## src/rtl/sobel_pkg.sv

```systemverilog
// Constants and types shared by the Sobel window builder, the gradient stage and the display RAM.
package sobel_pkg;
    localparam int PIX_W     = 8;
    localparam int WIN_W     = 9 * PIX_W;
    localparam int IMG_W_DEF = 100;
    localparam int IMG_H_DEF = 100;

    // Bit offsets of each window pixel inside the packed 72-bit window
    localparam int WIN_TL = 64;
    localparam int WIN_TC = 56;
    localparam int WIN_TR = 48;
    localparam int WIN_ML = 40;
    localparam int WIN_MC = 32;
    localparam int WIN_MR = 24;
    localparam int WIN_BL = 16;
    localparam int WIN_BC = 8;
    localparam int WIN_BR = 0;

    typedef logic [PIX_W-1:0] pix_t;

    typedef struct packed {
        pix_t top;
        pix_t mid;
        pix_t bot;
    } win_col_t;
endpackage

```

## src/rtl/sobel_win3x3_if.sv

```systemverilog
// Pixel-in / window-out strobe bus between the UART receiver, the window builder and the gradient stage.
interface sobel_win3x3_if;
    logic [sobel_pkg::PIX_W-1:0] pi_data;
    logic                        pi_flag;
    logic [sobel_pkg::WIN_W-1:0] po_win;
    logic                        po_flag;
    logic                        po_frame_done;

    modport master (
        output pi_data, pi_flag,
        input  po_win, po_flag, po_frame_done
    );

    modport slave (
        input  pi_data, pi_flag,
        output po_win, po_flag, po_frame_done
    );
endinterface

```

## src/rtl/sobel_line_buf.sv

```systemverilog
// One image row of pixels: single write port, combinational read at the same column address.
module sobel_line_buf
    import sobel_pkg::*;
#(
    parameter int DEPTH = IMG_W_DEF,
    parameter int AW    = $clog2(DEPTH)
) (
    input  logic          sys_clk,
    input  logic          wr_en,
    input  logic [AW-1:0] addr,
    input  pix_t          wr_data,
    output pix_t          rd_data
);

    // Contents are not reset; every entry is rewritten before it can reach an output.
    pix_t mem [DEPTH];

    assign rd_data = mem[addr];

    always_ff @(posedge sys_clk) begin
        if (wr_en) begin
            mem[addr] <= wr_data;
        end
    end

endmodule

```

## src/rtl/sobel_win3x3.sv

```systemverilog
// Builds a 3x3 neighbourhood for every interior pixel of a raster byte stream using two line buffers.
module sobel_win3x3
    import sobel_pkg::*;
#(
    parameter int IMG_W = IMG_W_DEF,
    parameter int IMG_H = IMG_H_DEF,
    parameter int CNT_W = 7
) (
    input  logic           sys_clk,
    input  logic           sys_rst,
    sobel_win3x3_if.slave  bus
);

    localparam int LB_AW = $clog2(IMG_W);

    logic [CNT_W-1:0] col;
    logic [CNT_W-1:0] row;
    logic             col_last;
    logic             row_last;
    logic             interior;
    logic [LB_AW-1:0] lb_addr;
    pix_t             lb_a_rd;
    pix_t             lb_b_rd;
    win_col_t         col_new;
    win_col_t         col_l;
    win_col_t         col_c;
    win_col_t         col_r;
    logic             flag_q;
    logic             done_q;

    assign col_last = (col == CNT_W'(IMG_W - 1));
    assign row_last = (row == CNT_W'(IMG_H - 1));
    assign interior = (row >= CNT_W'(2)) && (col >= CNT_W'(2));
    assign lb_addr  = col[LB_AW-1:0];

    // lb_a holds the previous row, lb_b the one before; both read before the write lands
    sobel_line_buf #(.DEPTH(IMG_W), .AW(LB_AW)) lb_a (
        .sys_clk (sys_clk),
        .wr_en   (bus.pi_flag),
        .addr    (lb_addr),
        .wr_data (bus.pi_data),
        .rd_data (lb_a_rd)
    );

    sobel_line_buf #(.DEPTH(IMG_W), .AW(LB_AW)) lb_b (
        .sys_clk (sys_clk),
        .wr_en   (bus.pi_flag),
        .addr    (lb_addr),
        .wr_data (lb_a_rd),
        .rd_data (lb_b_rd)
    );

    assign col_new = '{top: lb_b_rd, mid: lb_a_rd, bot: bus.pi_data};

    always_ff @(posedge sys_clk or posedge sys_rst) begin
        if (sys_rst) begin
            col <= '0;
            row <= '0;
        end else if (bus.pi_flag) begin
            if (col_last) begin
                col <= '0;
                row <= row_last ? '0 : row + CNT_W'(1);
            end else begin
                col <= col + CNT_W'(1);
            end
        end
    end

    // The shift runs across row boundaries; the stale columns it drags in are masked by interior
    always_ff @(posedge sys_clk or posedge sys_rst) begin
        if (sys_rst) begin
            col_l <= '0;
            col_c <= '0;
            col_r <= '0;
        end else if (bus.pi_flag) begin
            col_l <= col_c;
            col_c <= col_r;
            col_r <= col_new;
        end
    end

    always_ff @(posedge sys_clk or posedge sys_rst) begin
        if (sys_rst) begin
            flag_q <= 1'b0;
            done_q <= 1'b0;
        end else begin
            flag_q <= bus.pi_flag && interior;
            done_q <= bus.pi_flag && row_last && col_last;
        end
    end

    assign bus.po_flag       = flag_q;
    assign bus.po_frame_done = done_q;

    always_comb begin
        bus.po_win                   = '0;
        bus.po_win[WIN_TL +: PIX_W]  = col_l.top;
        bus.po_win[WIN_TC +: PIX_W]  = col_c.top;
        bus.po_win[WIN_TR +: PIX_W]  = col_r.top;
        bus.po_win[WIN_ML +: PIX_W]  = col_l.mid;
        bus.po_win[WIN_MC +: PIX_W]  = col_c.mid;
        bus.po_win[WIN_MR +: PIX_W]  = col_r.mid;
        bus.po_win[WIN_BL +: PIX_W]  = col_l.bot;
        bus.po_win[WIN_BC +: PIX_W]  = col_c.bot;
        bus.po_win[WIN_BR +: PIX_W]  = col_r.bot;
    end

endmodule
```

## src/flat_wrapper.sv

```systemverilog
// flat-port wrapper written by rule: the top's interface ports become plain ports
module sobel_win3x3_flat import sobel_pkg::*;
#(
    parameter int IMG_W = IMG_W_DEF,
    parameter int IMG_H = IMG_H_DEF,
    parameter int CNT_W = 7
)
  (sys_clk, sys_rst, bus_pi_data, bus_pi_flag, bus_po_win, bus_po_flag, bus_po_frame_done);
  sobel_win3x3_if bus_i ();
  input  logic sys_clk;
  input  logic sys_rst;
  input wire logic [$bits(bus_i.pi_data)-1:0] bus_pi_data;
  input wire logic [$bits(bus_i.pi_flag)-1:0] bus_pi_flag;
  output wire logic [$bits(bus_i.po_win)-1:0] bus_po_win;
  output wire logic [$bits(bus_i.po_flag)-1:0] bus_po_flag;
  output wire logic [$bits(bus_i.po_frame_done)-1:0] bus_po_frame_done;
  assign bus_i.pi_data = bus_pi_data;
  assign bus_i.pi_flag = bus_pi_flag;
  assign bus_po_win = bus_i.po_win;
  assign bus_po_flag = bus_i.po_flag;
  assign bus_po_frame_done = bus_i.po_frame_done;
  sobel_win3x3 #(.IMG_W(IMG_W), .IMG_H(IMG_H), .CNT_W(CNT_W)) u_core (.sys_clk(sys_clk), .sys_rst(sys_rst), .bus(bus_i));
endmodule
```

## config.mk

```make
export PLATFORM = sky130hd
export DESIGN_NAME = sobel_win3x3_flat
export DESIGN_NICKNAME = d
export VERILOG_FILES = /design/src/rtl/sobel_pkg.sv /design/src/rtl/sobel_win3x3_if.sv /design/src/rtl/sobel_line_buf.sv /design/src/rtl/sobel_win3x3.sv /design/src/flat_wrapper.sv
export SDC_FILE = /design/constraint.sdc
export NUM_CORES = 2
export LEC_CHECK = 0
export ABC_AREA = 1
export BUFFER_PORTS_ARGS = -buffer_cell sky130_fd_sc_hd__buf_2
export CORE_MARGIN = 2
export CORE_UTILIZATION = 55
export CTS_CLUSTER_SIZE = 8
export DETAILED_ROUTE_END_ITERATION = 16
export GPL_ROUTABILITY_DRIVEN = 0
export HOLD_SLACK_MARGIN = 0.02
export PLACE_DENSITY = 0.69
export SLEW_MARGIN = 40
export SYNTH_ARGS = -nofsm -noshare
export SYNTH_HDL_FRONTEND = slang
export SYNTH_SLANG_ARGS = --single-unit
```

## constraint.sdc

```tcl
create_clock -name sys_clk -period 3.7 [get_ports sys_clk]
set_input_delay 0.185 -clock sys_clk [delete_from_list [all_inputs] [get_ports sys_clk]]
set_output_delay 0.185 -clock sys_clk [all_outputs]
set_load 0.02 [all_outputs]
```

==> flow_metrics.py <==
metrics = {
    "die": {
        "initial_core_util_pct": 55.5,
        "die-width_um": 360,
        "dieHeight_um": 360,
        "fp-row-count": 130,
        "core_area_um2": 126000,
        "dieArea_um2": 130000,
        "boundaryPins": 85,
    },
    "detailed_routing": {
        "drtIter0Drc": 6305,
        "drt_pre_antenna_iters": 6,
        "drcViolationCount": 0,
        "dr_total_vias": 48600,
        "wl_mm": 196,
        "wl_per_cell_um": 23.0,
        "final_antenna_net_count": 0,
        "viasPerCell": 5.70,
    },
    "sta": {
        "setup-violations-final": 0,
        "fin_crit_ns": 3.58,
        "hold_viol": 0,
        "max_freq_mhz": 280,
        "drv_slew": 0,
        "fin_skew_ns": 0.0604,
        "finalCritPeriodShare_pct": 96.6,
        "tightestPinTransition_ns": 0.849,
        "slew_headroom_pct": 43.4,
        "rsz0062_at_grt": "false",
        "setup_tns_ns": 0,
    },
    "synthesis": {
        "async_flop_share_pct": 5.21,
        "synth.avg_cell_area_um2": 10.7,
        "ys_ff_latch": 1688,
        "ys.flop_type": "edfxtp_1",
        "syn-num-nets": 6552,
        "yosysSeqAreaShare_pct": 71.9,
        "syn_inst": 6537,
        "yosysWarnings": 0,
        "synth_area_um2": 69900,
        "synth-edff-count": 1600,
        "synth_cell_types": 43,
    },
    "global_route": {
        "grt_overflow": 0,
        "grt_first_pass_wirelength_mm": 293,
        "grt_usage_pct": 30.1,
        "grt_max_degree": 96,
        "antenna_found_initial": 5,
        "grt_pass1_vias": 47200,
    },
    "final_layout": {
        "most-common-layout-cells": "3620 x nand2_1, 1600 x edfxtp_1, 301 x nor2_1, 230 x clkbuf_16, 223 x buf_4",
        "drive_above_1_share_pct": 9.54,
        "area_growth_syn_to_layout_pct": 14.6,
        "nFillCells": 9567,
        "layout_commonest_cell": "nand2_1",
        "nets": 6824,
    },
    "cts": {
        "cts_setup_buffers": 0,
        "clock_latency_ns": 0.87,
        "ctsResizeCount": 0,
        "cts_buffers": 229,
        "root_buffer": "clkbuf_16",
        "cts_tree": "yes",
        "clock-sinks": 1688,
        "cts_max_level": 4,
        "clk_pin_slew_ns": 0.05,
        "clockBufferDepth": 3,
    },
    "power": {
        "peakVddDrop_uv": 669,
        "power.density_nw_per_um2": 779,
        "p_leak_nw": 32.4,
        "power_mw": 62.4,
    },
    "setup_path": {
        "start_kind": "flip-flop",
        "cp_max_fo": 67,
        "required_ns": 4.25,
        "crit_chain": "buf_12 > buf_12 > nand2_1 > nand2_1 > nand2_1 > nand2_1 > nand2_1 > nand2_1 > nand2_1 > nand2_1 > nor2_1 > nor2_1 > nor2_1 > nand2_4 > buf_12",
        "crit_path_end_kind": "flip-flop",
        "cpMostUsedCell": "nand2_1",
        "slowest_stage": "dfrtp_4",
        "worst-setup-path-type": "reg2reg",
        "arrival_ns": 4.12,
        "slowest_delay_ns": 0.57,
    },
    "run": {
        "cap_violations": 0,
    },
    "worst_hold_path": {
        "hold_class": "in2reg",
    },
    "place": {
        "place_hpwl_mm": 115,
        "io_buffers": 84,
    },
    "outcome": {
        "status": "finished, final reports clean",
    },
}
-- power breakdown --
| part | internal, mW | leakage (nW) | switching, mW |
|---|---|---|---|
| sequential | 25.0 | 15.6 | 0.378 |
| clock | 11.1 | 3.04 | 7.65 |
| combinational | 4.38 | 13.8 | 13.9 |
-- registers in the layout, indices dropped and copies added, names as in the netlist --
register and cells:
u_core.lb_a.mem 800, u_core.bus.po_flag 1, u_core.col 7, u_core.bus.po_win 72, u_core.bus.po_frame_done 1, u_core.row 7
u_core.lb_b.mem 800
-- metrics by stage --
step                util (%)  hold WS (ns)  setup slack, ns  instance area, um2  std cells
floorplan                  -         0.284            0.559               69900       6537
global route            63.6         0.268           0.0254               80000       8536
detailed placement      58.4         0.219            0.257               73600       8214
global placement        58.4         0.212            0.259               73600       8214
CTS                     63.5         0.307            0.219               80000       8533
finish                  63.6         0.255            0.125               80000       8539
-- layer usage --
layer	global-route usage (%)	share of wire (%)	wire [um]
met1	40.3	38	75300
met2	47.8	47	92000
met3	5.67	9.7	19100
met4	14.9	4.9	9670
met5	0	0.018	36
-- repair_timing --
action | in CTS | in global routing
setup endpoints to repair | 0 | 1
hold endpoints to repair | 520 | 0
hold buffers | 12 | 0
-- area by class of cell --
cell class	instances	area [um2]	share of cell area [%]
antenna	4	10.0	0.0125
clock buffer	291	5980	7.48
clock inverter	16	320	0.400
inverter	77	324	0.405
multi-input combinational	4434	17600	22.0
sequential	1688	50300	62.8
tap	1650	2060	2.58
timing repair buffer	379	3500	4.37
-- synth_stat cells (4+ instances only) --
master	n	area [um2]
or2_0	4	25.0
nand3b_1	6	45.0
buf_6	29	327
ha_1	4	50.1
nand3_1	22	110
buf_1	29	109
or2_1	8	50.1
o22ai_1	8	50.1
o21ai_1	25	125
a22oi_1	12	90.1
a21oi_1	184	921
inv_1	67	251
clkbuf_1	73	274
dfrtp_1	88	2200
nand2_2	7	43.8
buf_4	31	233
nand2_1	3628	13600
edfxtp_1	1600	48000
o21ai_0	169	846
nor2_1	303	1140
nor3_1	6	30.0
nand4_1	24	150
nor2_2	6	37.5
inv_2	5	18.8
buf_2	174	871
-- path summary, 6_finish.rpt --
kind	cells past startpoint	slack [ns]	from	end
min in group asynchronous	4	0.47	sys_rst	u_core.bus.po_win[7]
worst min-delay path	2	0.25	bus_pi_data[0]	u_core.lb_a.mem[2][0]
worst min register to register	2	0.48	u_core.bus.po_win[71]	u_core.bus.po_win[71]
worst max register to register	15	0.12	u_core.col[0]	u_core.lb_b.mem[41][7]
max in group asynchronous	5	2.14	sys_rst	u_core.col[2]
worst max-delay path	15	0.12	u_core.col[0]	u_core.lb_b.mem[41][7]
-- critical path, delay by kind of cell, from the launching register on --
kind,cells,cell delay [ns]
DFF,1,0.57
and+or+nand+nor,12,1.88
buffers and inverters,3,0.67
-- kinds of logic after synthesis --
logic type	Yosys count	synth area share, %
AO/OA/AOI/OAI	404	2.97
XOR/XNOR	2	0.0251
adder cells (fa/ha/maj)	4	0.0716
buffers and inverters	416	3.08
flip-flops	1688	71.9
AND/OR/NAND/NOR	4023	21.9
(Power assumes the default switching activity.)
